### src/rtl/adc_pkg.sv
// Shared types and constants for the LTC2308 scan controller.
package adc_pkg;

   typedef enum logic [1:0] {
      S_CONV,
      S_WAIT,
      S_SHIFT,
      S_STORE
   } state_e;

   localparam int   ADC_RES_W = 12;
   localparam logic CFG_SD    = 1'b1;
   localparam logic CFG_UNI   = 1'b1;
   localparam logic CFG_SLP   = 1'b0;

   // LTC2308 channel select bits are ordered O/S, S1, S0.
   function automatic logic [5:0] cfg_word(input logic [2:0] ch);
      return {CFG_SD, ch[0], ch[2], ch[1], CFG_UNI, CFG_SLP};
   endfunction

endpackage

### src/rtl/adc_sck_gen.sv
// SCK divider for the ADC shift phase: low half first, counts rising edges.
module adc_sck_gen
   import adc_pkg::*;
#(
   parameter int CLK_DIV = 2
) (
   input  logic       clk,
   input  logic       rst_n,
   input  logic       en_i,
   output logic       sck_o,
   output logic       rise_o,
   output logic       fall_o,
   output logic [3:0] edge_cnt_o
);

   localparam int DW = (CLK_DIV > 1) ? $clog2(CLK_DIV) : 1;

   logic [DW-1:0] div_q, div_d;
   logic          sck_q, sck_d;
   logic [3:0]    cnt_q, cnt_d;
   logic          tick;

   assign tick       = en_i && (div_q == DW'(CLK_DIV - 1));
   assign rise_o     = tick & ~sck_q;
   assign fall_o     = tick & sck_q;
   assign sck_o      = sck_q;
   assign edge_cnt_o = cnt_q;

   always_comb begin
      div_d = div_q;
      sck_d = sck_q;
      cnt_d = cnt_q;
      if (!en_i) begin
         div_d = '0;
         sck_d = 1'b0;
         cnt_d = '0;
      end else if (tick) begin
         div_d = '0;
         sck_d = ~sck_q;
         if (!sck_q) cnt_d = cnt_q + 4'd1;
      end else begin
         div_d = div_q + DW'(1);
      end
   end

   always_ff @(posedge clk or negedge rst_n) begin
      if (!rst_n) begin
         div_q <= '0;
         sck_q <= 1'b0;
         cnt_q <= '0;
      end else begin
         div_q <= div_d;
         sck_q <= sck_d;
         cnt_q <= cnt_d;
      end
   end

endmodule

### src/rtl/adc_scan_ctrl.sv
// Free-running LTC2308 scan controller holding the latest code per channel.
// Optional ADC_AVG_EN: each channel register keeps a 2-tap running average.
module adc_scan_ctrl
   import adc_pkg::*;
#(
   parameter int CLK_DIV     = 2,
   parameter int CONV_CYCLES = 80,
   parameter int NUM_CH      = 6
) (
   input  logic                 clk,
   input  logic                 rst_n,
   output logic                 ADC_CONVST,
   output logic                 ADC_SCK,
   output logic                 ADC_SDI,
   input  logic                 ADC_SDO,
   output logic [ADC_RES_W-1:0] ch0,
   output logic [ADC_RES_W-1:0] ch1,
   output logic [ADC_RES_W-1:0] ch2,
   output logic [ADC_RES_W-1:0] ch3,
   output logic [ADC_RES_W-1:0] ch4,
   output logic [ADC_RES_W-1:0] ch5,
   output logic                 sample_valid,
   output logic [2:0]           sample_ch,
   output logic                 scan_done
);

   localparam logic [2:0] LAST_CH = 3'(NUM_CH - 1);

   state_e               state_q, state_d;
   logic [15:0]          cnt_q, cnt_d;
   logic                 convst_q, convst_d;
   logic                 sdi_q, sdi_d;
   logic                 primed_q, primed_d;
   logic                 valid_q, valid_d;
   logic                 done_q, done_d;
   logic [2:0]           cfg_q, cfg_d;
   logic [2:0]           prev_q, prev_d;
   logic [2:0]           sch_q, sch_d;
   logic [ADC_RES_W-1:0] sh_q, sh_d;
   logic [ADC_RES_W-1:0] ch_q [6];
   logic [ADC_RES_W-1:0] ch_d [6];
`ifdef ADC_AVG_EN
   logic [5:0]           loaded_q, loaded_d;
   logic [ADC_RES_W:0]   sum;
`endif

   logic       sck_en, sck_rise, sck_fall, sck;
   logic [3:0] edge_cnt;
   logic [5:0] cfg_w;
   logic [2:0] bit_idx;

   assign sck_en  = (state_q == S_SHIFT);
   assign cfg_w   = cfg_word(cfg_q);
   assign bit_idx = 3'(4'd5 - edge_cnt);

   adc_sck_gen #(
      .CLK_DIV(CLK_DIV)
   ) u_sck (
      .clk       (clk),
      .rst_n     (rst_n),
      .en_i      (sck_en),
      .sck_o     (sck),
      .rise_o    (sck_rise),
      .fall_o    (sck_fall),
      .edge_cnt_o(edge_cnt)
   );

   always_comb begin
      state_d  = state_q;
      cnt_d    = cnt_q;
      convst_d = 1'b0;
      sdi_d    = 1'b0;
      primed_d = primed_q;
      valid_d  = 1'b0;
      done_d   = 1'b0;
      cfg_d    = cfg_q;
      prev_d   = prev_q;
      sch_d    = sch_q;
      sh_d     = sh_q;
      ch_d     = ch_q;
`ifdef ADC_AVG_EN
      loaded_d = loaded_q;
      sum      = '0;
`endif
      unique case (state_q)
         S_CONV: begin
            convst_d = 1'b1;
            sh_d     = '0;
            if (cnt_q == 16'd1) begin
               state_d = S_WAIT;
               cnt_d   = '0;
            end else begin
               cnt_d = cnt_q + 16'd1;
            end
         end
         S_WAIT: begin
            if (cnt_q == 16'(CONV_CYCLES - 1)) begin
               state_d = S_SHIFT;
               cnt_d   = '0;
               sdi_d   = cfg_w[5];
            end else begin
               cnt_d = cnt_q + 16'd1;
            end
         end
         S_SHIFT: begin
            sdi_d = sdi_q;
            if (sck_rise) sh_d = {sh_q[ADC_RES_W-2:0], ADC_SDO};
            // Next config bit goes out on the falling edge ahead of its rise.
            if (sck_fall) begin
               sdi_d = (edge_cnt < 4'd6) ? cfg_w[bit_idx] : 1'b0;
               if (edge_cnt == 4'd12) state_d = S_STORE;
            end
         end
         S_STORE: begin
            state_d = S_CONV;
            if (primed_q) begin
               valid_d = 1'b1;
               sch_d   = prev_q;
               done_d  = (prev_q == LAST_CH);
               for (int i = 0; i < 6; i++) begin
                  if (i < NUM_CH && prev_q == 3'(i)) begin
`ifdef ADC_AVG_EN
                     sum = {1'b0, ch_q[i]} + {1'b0, sh_q} + 13'd1;
                     ch_d[i]     = loaded_q[i] ? sum[ADC_RES_W:1] : sh_q;
                     loaded_d[i] = 1'b1;
`else
                     ch_d[i] = sh_q;
`endif
                  end
               end
            end
            primed_d = 1'b1;
            prev_d   = cfg_q;
            cfg_d    = (cfg_q == LAST_CH) ? 3'd0 : cfg_q + 3'd1;
         end
         default: state_d = S_CONV;
      endcase
   end

   always_ff @(posedge clk or negedge rst_n) begin
      if (!rst_n) begin
         state_q  <= S_CONV;
         cnt_q    <= '0;
         convst_q <= 1'b0;
         sdi_q    <= 1'b0;
         primed_q <= 1'b0;
         valid_q  <= 1'b0;
         done_q   <= 1'b0;
         cfg_q    <= '0;
         prev_q   <= '0;
         sch_q    <= '0;
         sh_q     <= '0;
         for (int i = 0; i < 6; i++) ch_q[i] <= '0;
`ifdef ADC_AVG_EN
         loaded_q <= '0;
`endif
      end else begin
         state_q  <= state_d;
         cnt_q    <= cnt_d;
         convst_q <= convst_d;
         sdi_q    <= sdi_d;
         primed_q <= primed_d;
         valid_q  <= valid_d;
         done_q   <= done_d;
         cfg_q    <= cfg_d;
         prev_q   <= prev_d;
         sch_q    <= sch_d;
         sh_q     <= sh_d;
         for (int i = 0; i < 6; i++) ch_q[i] <= ch_d[i];
`ifdef ADC_AVG_EN
         loaded_q <= loaded_d;
`endif
      end
   end

   assign ADC_CONVST   = convst_q;
   assign ADC_SCK      = sck;
   assign ADC_SDI      = sdi_q;
   assign sample_valid = valid_q;
   assign sample_ch    = sch_q;
   assign scan_done    = done_q;
   assign ch0          = ch_q[0];
   assign ch1          = ch_q[1];
   assign ch2          = ch_q[2];
   assign ch3          = ch_q[3];
   assign ch4          = ch_q[4];
   assign ch5          = ch_q[5];

endmodule

### config.mk
export PLATFORM = sky130hd
export DESIGN_NAME = adc_scan_ctrl
export DESIGN_NICKNAME = d
export VERILOG_FILES = /design/src/rtl/adc_pkg.sv /design/src/rtl/adc_sck_gen.sv /design/src/rtl/adc_scan_ctrl.sv
export SDC_FILE = /design/constraint.sdc
export NUM_CORES = 1
export LEC_CHECK = 0
export CORE_MARGIN = 4
export CORE_UTILIZATION = 48
export CTS_BUF_LIST = sky130_fd_sc_hd__clkbuf_16
export DETAILED_ROUTE_END_ITERATION = 12
export GPL_TIMING_DRIVEN = 0
export MAX_ROUTING_LAYER = met4
export PLACE_DENSITY = 0.72
export SLEW_MARGIN = 20
export SYNTH_ARGS = -nofsm -noshare
export SYNTH_HDL_FRONTEND = slang
export SYNTH_SLANG_ARGS = --single-unit
### constraint.sdc
create_clock -name clk -period 1.7 [get_ports clk]
set_input_delay 0.34 -clock clk [delete_from_list [all_inputs] [get_ports clk]]
set_output_delay 0.34 -clock clk [all_outputs]
set_load 0.01 [all_outputs]
==> results of run 1 <==
-- flip-flops by register name, summed over array words and instances, names as in the netlist, 3 cells and up --
signal,flops
ch0,12
ch5,12
u_sck.edge_cnt_o,4
cfg_q,3
ch3,12
prev_q,3
sh_q,12
ch2,12
sample_ch,3
ch4,12
cnt_q,16
ch1,12
-- final timing paths --
| path | from | end | slack [ns] | depth (start not counted) |
|---|---|---|---|---|
| setup / recovery | cnt_q[1] | state_q[1] | -0.12 | 6 |
| hold / removal | rst_n | ch2[2] | 0.43 | 2 |
| setup reg to reg | cnt_q[1] | state_q[1] | -0.12 | 6 |
| hold reg to reg | u_sck.div_q | u_sck.div_q | 0.49 | 1 |
| max in group asynchronous | rst_n | cnt_q[0] | 0.56 | 3 |
| min in group clk | u_sck.div_q | u_sck.div_q | 0.49 | 1 |
-- routing by layer --
metal  global-route usage  vias to the layer above  routed length (µm)
met5                    -                        -                   0
met4               0.0580                        0                  75
met3               0.0547                        6                 529
met2                0.328                       76                5980
met1                0.246                     1676                4930
li1                     -                     1527                   -
-- logic make-up (layout without fill, tap and decap cells) --
| kind of cell | count (synthesis) | in the layout | synth area share |
|---|---|---|---|
| simple gates | 73 | 73 | 0.0835 |
| buf+inv | 25 | 164 | 0.0220 |
| mux | 77 | 77 | 0.173 |
| compound gates | 36 | 36 | 0.0548 |
| flops | 122 | 122 | 0.610 |
| fa+ha+maj | 10 | 10 | 0.0250 |
| xor+xnor | 18 | 18 | 0.0315 |
-- worst max-delay path: cells and delay by family, from the launching register on --
kind	cells	cell delay, ns
DFF	1	0.41
and+or+nand+nor	2	0.38
adders and majority gates	1	0.12
AOI/OAI and AO/OA	1	0.35
buffers and inverters	1	0.09
muxes	1	0.35
-- cell type report --
cell class                 instances  share of cell area
clock inverter                    15              0.0157
timing repair buffer             107               0.155
tap                              136              0.0240
buffer                            11              0.0171
clock buffer                      17              0.0600
multi-input combinational        214               0.290
sequential                       122               0.431
inverter                          14             0.00742
-- cell usage in the layout (no fill, tap or decap), types with 3 or more instances in the layout --
| master | instances |
|---|---|
| nor2_1 | 18 |
| buf_4 | 18 |
| mux2_4 | 19 |
| a21oi_1 | 3 |
| xnor2_1 | 11 |
| mux2_2 | 57 |
| ha_2 | 3 |
| a22o_1 | 13 |
| buf_6 | 9 |
| clkbuf_16 | 18 |
| o21ai_0 | 6 |
| dlymetal6s2s_1 | 12 |
| nand2b_1 | 5 |
| and3_1 | 3 |
| nand3_1 | 8 |
| dfrtp_1 | 121 |
| inv_1 | 15 |
| ha_1 | 5 |
| buf_8 | 3 |
| clkdlybuf4s50_1 | 67 |
| clkinv_2 | 5 |
| nand2_1 | 14 |
| xor2_1 | 7 |
-- what timing repair did --
| action | in CTS | in global routing |
|---|---|---|
| gates resized for setup | 32 | 58 |
| buffers inserted | 13 | 7 |
| hold endpoints to repair | 45 | 0 |
| setup endpoints to repair | 84 | 81 |
| pin swaps | 8 | 8 |
| hold buffers | 1 | 0 |
| gates cloned | 2 | 1 |
-- power breakdown --
group / internal [mW] / switching [mW] / total [mW] / leakage (nW)
combinational: 0.0124 / 0.0554 / 0.0678 / 1.60
clock: 1.98 / 1.25 / 3.23 / 0.270
sequential: 2.91 / 0 / 2.91 / 1.68
total: 4.89 / 1.31 / 6.20 / 3.55
-- metrics by stage --
step	total power [mW]	area, µm²	std cells
floorplan	2.96	5020	361
global placement	3.02	6010	579
detailed placement	3.03	6040	580
CTS	6.25	6800	628
global route	6.41	7090	636
finish	6.20	7090	636
==> summary.txt, run 1 <==
CTS
  • TritonCTS Buffers: 17
  • Root Buffer: clkbuf_16
  • CTS Buffer Depth: 2
  • Clk sink count: about 120
  • Clock Latency Late Sink: 0.41 ns
  • Clock slew at reported path FFs: 0.05 ns
  • Max H-tree Level: 4
  • CTS tree: built

Worst setup path
  • CP cell instances: inv_2 -> ha_4 -> nor4b_4 -> nand4_2 -> a221oi_2 -> mux2_1
  • Critical Path Max Stage Delay: 0.41 ns
  • Data arrival, critical path: 2.11 ns
  • Critical path class: flop to flop
  • Worst Path Max Fanout: 3
  • CP endpoint kind: flop
  • Startpoint Class: flop
  • Worst EP required: 1.99 ns
  • CP max stage cell: dfrtp_1

Timing
  • Final Setup Violations: 30
  • Hold_ws: 0.429 ns
  • Worst slew margin: 0.707
  • Final Slew Violations: 0
  • Final Cycle Share: 1.07
  • Fin crit period: 1.82 ns
  • TNS Setup: -1.47 ns
  • Final worst slack: -0.118 ns
  • Fmax: 550 MHz
  • Worst slew pin tran: approximately 0.44 ns
  • Final Hold Vio Count: 0
  • Worst Clk Skew: 0.00763 ns
  • RSZ-0062 raised after global routing: true

Yosys
  • Cell Area, Synth: approximately 5000 µm²
  • Most numerous cell in the Yosys netlist: dfrtp_1
  • Commonest cells post-synth: 122 x dfrtp_1, 76 x mux2_2, 20 x nor2_1
  • Number of flops mapped to enable cells by yosys: 0
  • Syn Inst Count: 361
  • Biggest area consumer among synthesized cells: dfrtp_1
  • Net Count, Synth: approximately 370
  • Post-synth top area share: 0.610
  • Yosys reg bits: roughly 120
  • Avg Inst Size Synth: about 14 µm²
  • Fraction of registers with async set or reset after synthesis: 1.00
  • Sequential fraction of the synthesis area: 0.610
  • Area contributors post-synth: dfrtp_1 61%, mux2_2 17%, ha_1 2.5%, a22o_1 2.3%, xnor2_1 1.9%
  • Count of different cell masters after synthesis: 42
  • Syn. warnings: 0
  • Ys flop type: dfrtp_1

Final layout
  • Ant diodes: 0
  • Layout net count: 500
  • Util after Layout: 0.693
  • Fill cells: 697
  • Fraction of layout cells with a size suffix above 1: 0.340
  • Syn-to-layout area delta: 41.6%
  • Sequential cell area: 3050 µm²
  • Area taken by multi-input logic gates: 2050 µm²

Placed design
  • I/O Buffers: 82
  • Dpl hpwl: 7170 µm
  • GPL Wtd Cong: ~0.79
  • Pre-CTS WS: -0.323 ns

Pwr
  • PwrDens: 875 nW/µm²
  • Lkg Pwr: 3.55 nW
  • Peak supply drop: 0.616 mV

Outcome
  • Outcome: finished, violations left
  • Failing checks: negative setup slack

Route
  • DR WL/cell: roughly 18 µm
  • DRT Wirelength: 11500 µm
  • Router iterations before antenna repair: 4
  • 1st-iter DRT viols: 130
  • DRC Markers: 0
  • Routed via count: 3285
  • Vias per cell: 5.17
  • Post-DRT Antenna Nets: 0

Floorplanning
  • Std-Cell Rows: 37
  • DIE HEIGHT: 110 µm
  • Core area: 10200 µm²
  • Die span in x: 110 µm
  • Total die area: about 12000 µm²
  • Starting Density: 0.489
  • IO Count: between 80 and 90

Run
  • Max-cap violations: 0

Global route
  • Gr ovfl total: 0
  • Initial antenna violation count: 0
  • Number of global-route vias before repair: 3301
  • Gr usage total: 0.200
  • First-pass GRT wire length: 17600 µm
  • Pin count of the biggest net entering global routing: 78

Hold path
  • Hold Path Class: primary input to async pin
(Power assumes the default switching activity.)
==> run 2, diff against run 1 <==
PLACE_DENSITY = 0.74   (was 0.72)
==> summary.txt, run 2 (synthesized netlist as in run 1, its figures left out) <==
CTS
  • Root Buffer: clkbuf_16 (unchanged)
  • CTS Buffer Depth: 2 (unchanged)
  • Clock Latency Late Sink: 0.41 ns (about the same)
  • TritonCTS Buffers: 17 (unchanged)
  • Max H-tree Level: 4 (unchanged)
  • CTS tree: built (unchanged)
  • Clk sink count: 122 (unchanged)
  • Clock slew at reported path FFs: 0.06 ns (was 0.05 ns)

Global route
  • Initial antenna violation count: 0 (unchanged)
  • Pin count of the biggest net entering global routing: 64 (was 78)
  • Gr ovfl total: 0 (unchanged)
  • Gr usage total: 0.204 (was 0.200)
  • Number of global-route vias before repair: 3499 (was 3301)
  • First-pass GRT wire length: 18100 µm (was 17600 µm)

Route
  • DRT Wirelength: 11400 µm (was 11500 µm)
  • Router iterations before antenna repair: 4 (unchanged)
  • Vias per cell: 5.32 (was 5.17)
  • DRC Markers: 0 (unchanged)
  • Post-DRT Antenna Nets: 0 (unchanged)
  • Routed via count: 3354 (was 3285)
  • 1st-iter DRT viols: 134 (was 130)
  • DR WL/cell: 18.1 µm (about the same)

Final layout
  • Post-Layout Cell Count: 630 (was 636)
  • Ant diodes: 0 (unchanged)
  • Fill cells: 701 (was 697)
  • Commonest non-fill, non-tap cells in the layout: 120 x dfrtp_1, 68 x clkdlybuf4s50_1, 66 x mux2_2, 18 x nor2_1, 17 x clkbuf_16 (was 121 x dfrtp_1, 67 x clkdlybuf4s50_1, 57 x mux2_2, 19 x mux2_4)
  • Layout net count: 494 (was 500)
  • Max reg flops: 16 (unchanged)
  • Syn-to-layout area delta: 40.8% (was 41.6%)
  • Most common cell after layout, fill and taps aside: dfrtp_1 (unchanged)
  • Area taken by multi-input logic gates: 2010 µm² (was 2050 µm²)
  • Util after Layout: 0.689 (was 0.693)
  • Most flops, register: cnt_q (unchanged)
  • Fraction of layout cells with a size suffix above 1: 0.346 (was 0.340)
  • Sequential cell area: 3060 µm² (was 3050 µm²)

Floorplanning
  • Starting Density: 0.489 (unchanged)
  • Core area: 10200 µm² (unchanged)
  • Std-Cell Rows: 37 (unchanged)
  • Total die area: 12100 µm² (unchanged)
  • Die span in x: 110 µm (unchanged)
  • IO Count: 83 (unchanged)
  • DIE HEIGHT: 110 µm (unchanged)

Placed design
  • GPL Wtd Cong: 0.787 (was 0.794)
  • I/O Buffers: 82 (unchanged)
  • Pre-CTS WS: -0.282 ns (was -0.323 ns)
  • Inst Count DP: 580 (unchanged)
  • Dpl hpwl: 7210 µm (was 7170 µm)

Hold path
  • Hold Path Class: primary input to async pin (unchanged)

Timing
  • Final Slew Violations: 0 (unchanged)
  • Final worst slack: -0.119 ns (was -0.118 ns)
  • Worst slew pin tran: 0.569 ns (was 0.440 ns)
  • RSZ-0062 raised after global routing: true (unchanged)
  • Final Cycle Share: 1.07 (about the same)
  • Final Hold Vio Count: 0 (unchanged)
  • Fin crit period: 1.82 ns (about the same)
  • Final Setup Violations: 42 (was 30)
  • Worst Clk Skew: 0.00867 ns (was 0.00763 ns)
  • Worst slew margin: 0.621 (was 0.707)
  • Fmax: 550 MHz (about the same)

Outcome
  • Outcome: finished, violations left (unchanged)
  • Failing checks: negative setup slack (unchanged)

Worst setup path
  • Critical path class: flop to flop (unchanged)
  • Startpoint Class: flop (unchanged)
  • CP endpoint kind: flop (unchanged)
  • Worst EP required: 1.98 ns (was 1.99 ns)
  • Data arrival, critical path: 2.10 ns (was 2.11 ns)
  • Worst Path Max Fanout: 3 (unchanged)

Pwr
  • PwrDens: 944 nW/µm² (was 875 nW/µm²)
  • Comb power frac: 0.010 (was 0.011)
  • Lkg Pwr: 3.51 nW (was 3.55 nW)
  • Sequential share of power: 0.436 (was 0.469)
  • Psw: 1.40 mW (was 1.31 mW)
  • Total design power: 6.66 mW (was 6.20 mW)
  • Peak supply drop: 0.682 mV (was 0.616 mV)
  • Switch share: 0.211 (about the same)
  • Clock power frac: 0.553 (was 0.520)
  • Internal power: 5.25 mW (was 4.89 mW)

Run
  • Max-cap violations: 0 (unchanged)
-- run 2: per-layer routing --
| metal | wire (µm) | GRT usage | vias up |
|---|---|---|---|
| li1 | - | - | 1526 |
| met1 | 4650 | 0.236 | 1736 |
| met2 | 6150 | 0.343 | 76 |
| met3 | 421 | 0.0454 | 16 |
| met4 | 220 | 0.0853 | 0 |
| met5 | 0 | - | - |
-- run 2: final timing paths --
kind / depth (start not counted) / slack [ns] / to / start
min reg2reg: 2 / 0.49 / sample_ch[1] / sample_ch[1]
min: 2 / 0.49 / ch3[3] / rst_n
max: 6 / -0.12 / state_q[1] / cnt_q[1]
min in group clk: 2 / 0.49 / sample_ch[1] / sample_ch[1]
max in group asynchronous: 3 / 0.51 / u_sck.edge_cnt_o[1] / rst_n
max reg2reg: 6 / -0.12 / state_q[1] / cnt_q[1]
-- run 2: final cells by class --
type,instances,area share
sequential,122,0.434
tap,136,0.0241
buffer,11,0.0165
multi-input combinational,214,0.285
inverter,14,0.00799
clock inverter,15,0.0266
clock buffer,17,0.0604
timing repair buffer,101,0.146
-- run 2: power by group through the flow --
| stage | clock network [mW] | registers [mW] | logic, mW |
|---|---|---|---|
| detailed placement | 0 | 2.96 | 0.0695 |
| global placement | 0 | 2.96 | 0.0601 |
| finish | 3.68 | 2.91 | 0.0673 |
| floorplan | 0 | 2.96 | 0.0000310 |
| global route | 3.85 | 2.90 | 0.0798 |
| CTS | 3.72 | 2.90 | 0.0717 |
-- run 2: worst max-delay path: stages (launching register included) --
cell and delay (ns):
dfrtp_1 0.41, inv_2 0.07, ha_1 0.13, nor4b_4 0.23, nand4_2 0.18, a221oi_2 0.33
mux2_1 0.35
-- run 2: what timing repair did --
item | CTS | global route
endpoints found under the setup margin | 82 | 100
hold endpoints to repair | 62 | 0
cloned | 2 | 1
pin swaps | 5 | 5
setup buffers | 10 | 4
hold buffers | 1 | 0
gates resized for setup | 44 | 34
-- run 2: through the flow --
stage	TNS, ns	instance area (µm²)	hold WS [ns]
final	-2.37	7050	0.486
after global routing	-7.13	7050	0.520
after CTS	-0.647	6910	0.493
after detailed placement	-14.65	6040	0.354
after global placement	-528.45	6010	0.477
after floorplan	0	5020	0.0444
==> run 3, diff against run 2 <==
CORE_MARGIN = unset   (was 4)
CTS_BUF_LIST = sky130_fd_sc_hd__clkbuf_4 sky130_fd_sc_hd__clkbuf_8 sky130_fd_sc_hd__clkbuf_16   (was sky130_fd_sc_hd__clkbuf_16)
==> summary.txt, run 3 (synthesized netlist as in run 1, its figures left out) <==
Worst setup path
  • CP cell instances: ha_2 -> buf_6 -> nand2_8 -> buf_12 -> nor3_4 -> buf_6 -> mux2_4 (was inv_2 -> ha_1 -> nor4b_4 -> nand4_2 -> a221oi_2 -> mux2_1)
  • Startpoint Class: flop (unchanged)
  • Critical path class: flop to flop (unchanged)
  • CP max stage cell: dfrtp_1 (unchanged)
  • Worst Path Max Fanout: 5 (was 3)
  • Critical Path Max Stage Delay: 0.42 ns (was 0.41 ns)
  • Worst EP required: 2.10 ns (was 1.98 ns)
  • Data arrival, critical path: 2.29 ns (was 2.10 ns)
  • CP endpoint kind: flop (unchanged)
  • Most frequent CP cell: buf_6
  • Top Family by Delay on Critical Path: buffers and inverters (was simple AND/OR/NAND/NOR gates)
  • Worst path bufs/invs: 3 (was 1)

Timing
  • Hold_ws: 0.278 ns (was 0.486 ns)
  • RSZ-0062 raised after global routing: true (unchanged)
  • Fmax: 529 MHz (was 550 MHz)
  • Final worst slack: -0.190 ns (was -0.119 ns)
  • TNS Setup: -7.54 ns (was -2.37 ns)
  • Final Slew Violations: 0 (unchanged)
  • Worst slew pin tran: 0.428 ns (was 0.569 ns)
  • Worst Clk Skew: 0.0123 ns (was 0.00867 ns)
  • Fin crit period: 1.89 ns (was 1.82 ns)
  • Worst slew margin: 0.713 (was 0.621)
  • Final Setup Violations: 62 (was 42)
  • Final Cycle Share: 1.11 (was 1.07)
  • Final Hold Vio Count: 0 (unchanged)

Floorplanning
  • Core area: 9950 µm² (was 10200 µm²)
  • IO Count: 83 (unchanged)
  • Die span in x: 104 µm (was 110 µm)
  • Starting Density: 0.503 (was 0.489)
  • Std-Cell Rows: 36 (was 37)
  • DIE HEIGHT: 104 µm (was 110 µm)
  • Total die area: 10800 µm² (was 12100 µm²)

Global route
  • Pin count of the biggest net entering global routing: 85 (was 64)
  • First-pass GRT wire length: 19200 µm (was 18100 µm)
  • Gr usage total: 0.245 (was 0.204)
  • Number of global-route vias before repair: 3511 (was 3499)
  • Initial antenna violation count: 0 (unchanged)
  • Gr ovfl total: 0 (unchanged)

Final layout
  • Ant diodes: 0 (unchanged)
  • Post-Layout Cell Count: 653 (was 630)
  • Syn-to-layout area delta: 48.4% (was 40.8%)
  • Most flops, register: cnt_q (unchanged)
  • Fraction of layout cells with a size suffix above 1: 0.388 (was 0.346)
  • Final Instance Area: 7430 µm² (was 7050 µm²)
  • Max reg flops: 16 (unchanged)
  • Commonest non-fill, non-tap cells in the layout: 121 x dfrtp_1, 80 x dlygate4sd2_1, 41 x mux2_2, 36 x mux2_4, 28 x buf_4 (was 120 x dfrtp_1, 68 x clkdlybuf4s50_1, 66 x mux2_2, 18 x nor2_1, 17 x clkbuf_16)
  • Layout net count: 520 (was 494)
  • Most common cell after layout, fill and taps aside: dfrtp_1 (unchanged)
  • Util after Layout: 0.746 (was 0.689)

Pwr
  • Psw: 1.35 mW (was 1.40 mW)
  • Clock power frac: 0.557 (was 0.553)
  • Comb power frac: 0.010 (about the same)
  • Peak supply drop: 0.705 mV (was 0.682 mV)
  • Sequential share of power: 0.433 (was 0.436)
  • Total design power: 6.72 mW (was 6.66 mW)
  • Lkg Pwr: 3.90 nW (was 3.51 nW)
  • PwrDens: 904 nW/µm² (was 944 nW/µm²)
  • Internal power: 5.36 mW (was 5.25 mW)
  • Switch share: 0.202 (was 0.211)

CTS
  • Max H-tree Level: 4 (unchanged)
  • CTS Buffer Depth: 2 (unchanged)
  • TritonCTS Buffers: 17 (unchanged)
  • Root Buffer: clkbuf_8 (was clkbuf_16)
  • Clk sink count: 122 (unchanged)
  • CTS tree: built (unchanged)
  • Clock Latency Late Sink: 0.52 ns (was 0.41 ns)
  • Clock slew at reported path FFs: 0.06 ns (about the same)

Outcome
  • Failing checks: negative setup slack (unchanged)
  • Outcome: finished, violations left (unchanged)

Route
  • DRT Wirelength: 13200 µm (was 11400 µm)
  • Router iterations before antenna repair: 4 (unchanged)
  • Routed via count: 3547 (was 3354)
  • Post-DRT Antenna Nets: 0 (unchanged)
  • DR WL/cell: 20.2 µm (was 18.1 µm)
  • Vias per cell: 5.43 (was 5.32)
  • DRC Markers: 0 (unchanged)
  • 1st-iter DRT viols: 183 (was 134)

Placed design
  • Dpl hpwl: 6910 µm (was 7210 µm)
  • Inst Count DP: 577 (was 580)
  • Placed Area: 6040 µm² (about the same)
  • Pre-CTS WS: -0.339 ns (was -0.282 ns)
  • GPL Wtd Cong: 0.760 (was 0.787)
  • I/O Buffers: 82 (unchanged)

Hold path
  • Hold Path Class: primary input to async pin (unchanged)

Run
  • Max-cap violations: 0 (unchanged)
run 3: cell count changes in the layout (fill, tap and decap cells not counted), sizes merged:
cell           previous run  this run
dlymetal6s2s             12         0
clkdlybuf4s50            68         1
bufinv                    3         4
inv                      19        14
clkinv                    4         6
clkbuf                   20        24
buf                      27        52
clkinvlp                  3         2
dlygate4sd2               1        80
run 3: routing by layer:
| metal | GRT usage | routed length (µm) | vias to the layer above |
|---|---|---|---|
| met5 | - | 0 | - |
| met4 | 0.0969 | 252 | 0 |
| met3 | 0.0539 | 765 | 21 |
| met2 | 0.381 | 6580 | 119 |
| met1 | 0.314 | 5620 | 1841 |
| li1 | - | - | 1566 |
run 3: final timing paths:
kind	cells after the start	endpoint	from	slack (ns)
setup / recovery	7	ch1[6]	state_q[1]	-0.19
hold / removal	2	ADC_CONVST	rst_n	0.28
setup reg to reg	7	ch1[6]	state_q[1]	-0.19
hold reg to reg	2	sample_ch[1]	sample_ch[1]	0.49
max in group asynchronous	3	ch4[4]	rst_n	0.70
min in group clk	2	sh_q[0]	ADC_SDO	0.45
run 3: worst register-to-register path, stage by stage (launching register included):
cell and delay [ns]:
dfrtp_1 0.42, ha_2 0.22, buf_6 0.13, nand2_8 0.07
buf_12 0.14, nor3_4 0.26, buf_6 0.21, mux2_4 0.32
run 3: layout make-up:
| class | count | area, µm² |
|---|---|---|
| timing repair buffer | 127 | 1210 |
| fill | 640 | 2530 |
| sequential | 122 | 3050 |
| buffer | 11 | 126 |
| inverter | 14 | 52.6 |
| tap | 133 | 166 |
| multi-input combinational | 214 | 2200 |
| clock buffer | 20 | 443 |
| clock inverter | 12 | 173 |
run 3: power groups by stage:
stage,clock network (mW),logic (mW),registers (mW)
floorplan,0,0.0000310,2.96
global placement,0,0.0605,2.96
detailed placement,0,0.0697,2.96
CTS,3.75,0.0715,2.91
global route,3.91,0.0792,2.90
finish,3.74,0.0677,2.91
run 3: repair_timing:
| item | CTS | global route |
|---|---|---|
| gates cloned | 4 | 2 |
| setup buffers | 21 | 18 |
| setup endpoints to repair | 166 | 92 |
| hold buffers | 1 | 0 |
| pin swaps | 9 | 7 |
| endpoints found under the hold margin | 38 | 0 |
| resized for setup | 146 | 49 |
